===== src/rtl/enc16to4_scan_if.sv =====
// ============================================================================
// Module : enc16to4_scan_if
// Brief  : Request/response bundle for the 16-to-4 scanning priority encoder.
//          The zero output exists only when ENC_ZERO_FLAG_EN is defined.
// Rev    : 1.0
// ============================================================================
`default_nettype none

interface enc16to4_scan_if;
    logic [0:15] w;
    logic        load;
    logic        ack;
    logic [3:0]  y;
    logic        valid;
    logic        busy;
    logic        done;
    logic [4:0]  count;
`ifdef ENC_ZERO_FLAG_EN
    logic        zero;
`endif

    modport master (
        output w, load, ack,
`ifdef ENC_ZERO_FLAG_EN
        input  zero,
`endif
        input  y, valid, busy, done, count
    );

    modport slave (
        input  w, load, ack,
`ifdef ENC_ZERO_FLAG_EN
        output zero,
`endif
        output y, valid, busy, done, count
    );
endinterface

`default_nettype wire


===== src/rtl/enc16to4_scan.sv =====
// ============================================================================
// Module : enc16to4_scan
// Brief  : Captures a 16-bit request vector and emits the index of each set
//          bit in priority order (w[0] first), one per accepted ack.
//          Optional macro ENC_ZERO_FLAG_EN adds a zero-vector flag output.
// Rev    : 1.0
// ============================================================================
`default_nettype none

module enc16to4_scan (
    input  wire logic      clk,
    input  wire logic      rst,
    enc16to4_scan_if.slave bus
);

    typedef enum logic [1:0] {
        S_IDLE = 2'd0,
        S_EMIT = 2'd1,
        S_DONE = 2'd2
    } state_t;

    state_t      r_state;
    state_t      w_state_nxt;
    logic [0:15] r_p;
    logic [0:15] w_p_nxt;
    logic [0:15] w_p_clr;
    logic [4:0]  r_count;
    logic [4:0]  w_count_nxt;
    logic [4:0]  w_pop;
    logic [3:0]  w_idx;
    logic        w_valid;

    always_ff @(posedge clk) begin
        if (rst) begin
            r_state <= S_IDLE;
            r_p     <= '0;
            r_count <= '0;
        end else begin
            r_state <= w_state_nxt;
            r_p     <= w_p_nxt;
            r_count <= w_count_nxt;
        end
    end

    // Scan downward so the lowest-numbered set bit is the final assignment.
    always_comb begin
        w_idx = 4'd0;
        for (int i = 15; i >= 0; i--) begin
            if (r_p[i]) begin
                w_idx = 4'(i);
            end
        end
    end

    always_comb begin
        w_pop = 5'd0;
        for (int i = 0; i < 16; i++) begin
            w_pop = w_pop + 5'(bus.w[i]);
        end
    end

    always_comb begin
        w_p_clr        = r_p;
        w_p_clr[w_idx] = 1'b0;
    end

    always_comb begin
        w_state_nxt = r_state;
        w_p_nxt     = r_p;
        w_count_nxt = r_count;
        case (r_state)
            S_IDLE: begin
                if (bus.load) begin
                    w_p_nxt     = bus.w;
                    w_count_nxt = w_pop;
                    w_state_nxt = (bus.w != '0) ? S_EMIT : S_DONE;
                end
            end
            S_EMIT: begin
                if (bus.ack) begin
                    w_p_nxt     = w_p_clr;
                    w_state_nxt = (w_p_clr == '0) ? S_DONE : S_EMIT;
                end
            end
            S_DONE: begin
                w_state_nxt = S_IDLE;
            end
            default: begin
                w_state_nxt = S_IDLE;
            end
        endcase
    end

    assign w_valid   = (r_state == S_EMIT);
    assign bus.valid = w_valid;
    assign bus.y     = w_valid ? w_idx : 4'd0;
    assign bus.busy  = (r_state != S_IDLE);
    assign bus.done  = (r_state == S_DONE);
    assign bus.count = r_count;

`ifdef ENC_ZERO_FLAG_EN
    logic r_zero;

    always_ff @(posedge clk) begin
        if (rst) begin
            r_zero <= 1'b0;
        end else if (r_state == S_IDLE && bus.load) begin
            r_zero <= (bus.w == '0);
        end
    end

    assign bus.zero = (r_state == S_DONE) && r_zero;
`endif

endmodule

`default_nettype wire


===== src/flat_wrapper.sv =====
// flat-port wrapper written by rule: the top's interface ports become plain ports
module enc16to4_scan_flat 
  (clk, rst, bus_w, bus_load, bus_ack, bus_y, bus_valid, bus_busy, bus_done, bus_count);
  enc16to4_scan_if bus_i ();
  input  wire logic clk;
  input  wire logic rst;
  input wire logic [$bits(bus_i.w)-1:0] bus_w;
  input wire logic [$bits(bus_i.load)-1:0] bus_load;
  input wire logic [$bits(bus_i.ack)-1:0] bus_ack;
  output wire logic [$bits(bus_i.y)-1:0] bus_y;
  output wire logic [$bits(bus_i.valid)-1:0] bus_valid;
  output wire logic [$bits(bus_i.busy)-1:0] bus_busy;
  output wire logic [$bits(bus_i.done)-1:0] bus_done;
  output wire logic [$bits(bus_i.count)-1:0] bus_count;
  assign bus_i.w = bus_w;
  assign bus_i.load = bus_load;
  assign bus_i.ack = bus_ack;
  assign bus_y = bus_i.y;
  assign bus_valid = bus_i.valid;
  assign bus_busy = bus_i.busy;
  assign bus_done = bus_i.done;
  assign bus_count = bus_i.count;
  enc16to4_scan u_core (.clk(clk), .rst(rst), .bus(bus_i));
endmodule

===== config.mk =====
export PLATFORM = sky130hd
export DESIGN_NAME = enc16to4_scan_flat
export DESIGN_NICKNAME = d
export VERILOG_FILES = /design/src/rtl/enc16to4_scan_if.sv /design/src/rtl/enc16to4_scan.sv /design/src/flat_wrapper.sv
export SDC_FILE = /design/constraint.sdc
export NUM_CORES = 1
export LEC_CHECK = 0
export ABC_AREA = 1
export CORE_MARGIN = 2
export CORE_UTILIZATION = 54
export DETAILED_ROUTE_END_ITERATION = 10
export PLACE_DENSITY = 0.88
export SLEW_MARGIN = 20
export SYNTH_ARGS = -nofsm -noshare
export SYNTH_HDL_FRONTEND = slang
export SYNTH_SLANG_ARGS = --single-unit
export TNS_END_PERCENT = 1

===== constraint.sdc =====
create_clock -name clk -period 6.28 [get_ports clk]
set_clock_uncertainty 0.15 [all_clocks]
set_input_delay 1.256 -clock clk [delete_from_list [all_inputs] [get_ports clk]]
set_output_delay 1.256 -clock clk [all_outputs]
set_load 0.005 [all_outputs]

==> metrics.yaml <==
synth:
  yosysWarnings: 0
  synth_cells: 292
  netlist-cell-type-count: 29
  synth_area_leaders: "dfxtp_1, nand2_1, fa_1, inv_1, a21oi_1"
  yosys.area.top_type_share_pct: 23.3
  seq_area_frac_synth_pct: 23.3
  synth_edf_count: 0
  syn_avg_cell_area_um2: 6.76
  synth-main-ff-cell: "dfxtp_1"
  syn_nets: 329
  synth_top_area_cell: "dfxtp_1"
  async_flop_share_pct: 0
  synth_commonest_cells: "nand2_1, inv_1, a21oi_1, dfxtp_1, nor2_1"
  synth-seq-cells: 23
  syn-cell-area_um2: 1970
  yosysMostFrequentCell: "nand2_1"
setup_path:
  cpMaxStageDelayCell: "fa_1"
  crit_top_cell: "fa_1"
  r2r-start: "u_core.r_state[0]"
  crit_buf_inv: 4
  worstReg2RegEnd: "u_core.r_p[6]"
  worstSetupStartpointType: "input port"
  cp_max_fo: 3
  reg2reg_slack_ns: 3.38
  worstPathRequired_ns: 6.33
  critical_path_cell_count: 15
  cp_cell_sequence: "clkdlybuf4s50_1, inv_1, ha_1, inv_1, fa_1, fa_1, fa_1, fa_1, inv_1, fa_1, fa_1, nand2_1, nand2_1, nand2_1, a21oi_1"
  startpoint: "bus_w[14]"
  arrival_ns: 5.18
  critPathMaxStageDelay_ns: 0.54
  critPathKind: "in -> reg"
  endpoint_kind: "flop"
  cp_top_family: "adder cells"
  ff2ff_path_depth: 11
  critPathCapture: "u_core.bus.count[4]"
grt:
  grt_max_degree: 29
  grt_first_pass_wirelength_mm: 8.01
  track_usage_pct: 24.1
  grt_pass1_vias: 1818
  grt_overflow_total: 0
  antenna_found_initial: 0
timing:
  timing.final.crit_share_pct: 81.7
  finalHoldViolations: 0
  fmax_mhz: 195
  rsz0062_at_grt: "no"
  relSlewSlack_pct: 30.8
  fin_crit_ns: 5.13
  drv_slew: 0
  worstMarginPinSlew_ns: 1.03
  setup_violations: 0
  tns_ns: 0
route:
  drc: 0
  finalWirelength_mm: 4.56
  vias_per_cell: 5.27
  ant_nets: 0
  drt-initial-drc-count: 133
  vias: 1933
  firstDrtPassIters: 5
  wl_per_cell_um: 12.4
power_and_ir_drop:
  p_clk_share_pct: 11.5
  p_sw_w: 0.000288
  cellPowerDensity_nw_per_um2: 272
  p_comb_share_pct: 59.0
  p_sw_share_pct: 45.1
  internal_power_w: 0.000350
  p_seq_share_pct: 29.5
  p_leak_nw: 1.07
  ir_drop_mv: 0.188
  power_w: 0.000638
finish:
  seq_area_um2: 460
  syn_to_final_growth_pct: 18.8
  multi_input_area_um2: 1290
  nFillCells: 310
  final_cell_area_um2: 2340
  drive_gt1_share_pct: 9.66
  final_core_util_pct: 68.6
  antennaDiodeCount: 0
  nets: 359
floorplanning:
  die-area_um2: 4160
  io_pins: 32
  core_um2: 3420
  start_util_pct: 57.8
  die_w_um: 64.5
  fp.dieH_um: 64.5
  row_count: 21
cts:
  clock-sinks: 23
  numCtsBuffers: 3
  insertion_delay_ns: 0.33
  clk_pin_slew_ns: 0.14
  cts-root-buf: "clkbuf_4"
  clk_path_buf_depth: 2
  cts_max_level: 1
  cts_resized: 0
  cts_setup_buffers: 0
  cts_tree: "yes"
  cts-hold-fix-buffers: 0
worst_hold_path:
  min_from: "u_core.bus.count[4]"
  hp-class: "reg -> reg"
job:
  maxCapViolations: 0
place:
  gp_congestion: 0.918
  placedInstanceArea_um2: 2320
  dp_hpwl_mm: 3.70
  portBuffers: 31
run_status:
  status: "finished clean"
-- logic make-up after synthesis --
family / synth area share, %
DFF: 23.3
xor gates and xnor gates: 0.444
AOI/OAI and AO/OA: 16.0
adders and majority gates: 14.6
and+or+nand+nor: 34.3
buffers and inverters: 11.3
-- area by class of cell --
| type | instances | share of cell area, % |
|---|---|---|
| multi-input cells | 210 | 55.0 |
| flip-flops and latches | 23 | 19.6 |
| repair buffers | 31 | 13.2 |
| inverters | 53 | 8.48 |
| well taps | 46 | 2.45 |
| clock buffers | 3 | 0.961 |
| clock inverters | 1 | 0.213 |
-- worst min-delay path, cell delays in order (launching register included) --
cell and delay, ns:
dfxtp_1 0.34, nand2_1 0.06, a21oi_1 0.05
-- power by group through the flow --
| stage | sequential (W) | combinational (W) | clock (W) |
|---|---|---|---|
| detailed placement | 0.000191 | 0.000375 | 0 |
| global placement | 0.000190 | 0.000367 | 0 |
| finish | 0.000188 | 0.000376 | 0.0000734 |
| floorplan | 0.000187 | 0.000282 | 0 |
| global route | 0.000192 | 0.000428 | 0.0000812 |
| CTS | 0.000188 | 0.000377 | 0.0000737 |
-- placed cells by master (no fill, tap or decap) --
cell	Yosys	final
nand2_1	77	77
dfxtp_1	23	23
nor3_1	1	1
inv_2	6	6
nand4_2	1	1
clkinv_2	0	1
fa_1	10	10
nor2_2	8	8
nor3_4	1	1
nand2_4	4	4
nand3_1	15	15
o21ai_0	9	9
nand3_2	1	1
o211ai_1	12	12
inv_1	47	47
o21bai_4	1	1
nand3b_4	1	1
ha_1	7	7
a21oi_1	23	23
clkdlybuf4s50_1	0	31
xnor2_1	1	1
nand4_1	8	8
a21boi_4	1	1
clkbuf_4	0	3
a211oi_2	1	1
a211oi_1	2	2
nand2_2	1	1
nor4_1	1	1
nor2_1	23	23
or2_2	1	1
-- state kept, by name (all words and copies together) (netlist names) --
name / cells
u_core.bus.count: 5
u_core.r_p: 16
u_core.r_state: 2
-- through the flow --
step,hold WS (ns),std cells,worst slack (ns)
after global placement,0.305,363,0.858
after CTS,0.328,367,1.13
final,0.326,367,1.15
after global routing,0.360,367,1.01
after detailed placement,0.309,363,0.778
after floorplan,0.308,292,1.48
-- per-layer routing --
| layer | wire (um) | vias to the layer above | GRT usage (%) | part of all wire (%) |
|---|---|---|---|---|
| li1 | - | 998 | - | - |
| met5 | 0 | - | 0 | 0 |
| met1 | 2080 | 868 | 31.5 | 45 |
| met3 | 198 | 11 | 2.60 | 4.3 |
| met4 | 100 | 0 | 7.71 | 2.2 |
| met2 | 2190 | 56 | 41.8 | 48 |
-- worst min-delay path by stage --
stage	slack [ns]	endpoint	cells after the start
after floorplan	0.31	u_core.r_p[6]	2
after global placement	0.31	u_core.bus.count[4]	2
after detailed placement	0.31	u_core.bus.count[4]	2
after CTS	0.33	u_core.bus.count[4]	2
after global routing	0.36	u_core.bus.count[4]	2
final	0.33	u_core.bus.count[4]	2
Note: power is estimated with default switching activity, not from simulation.
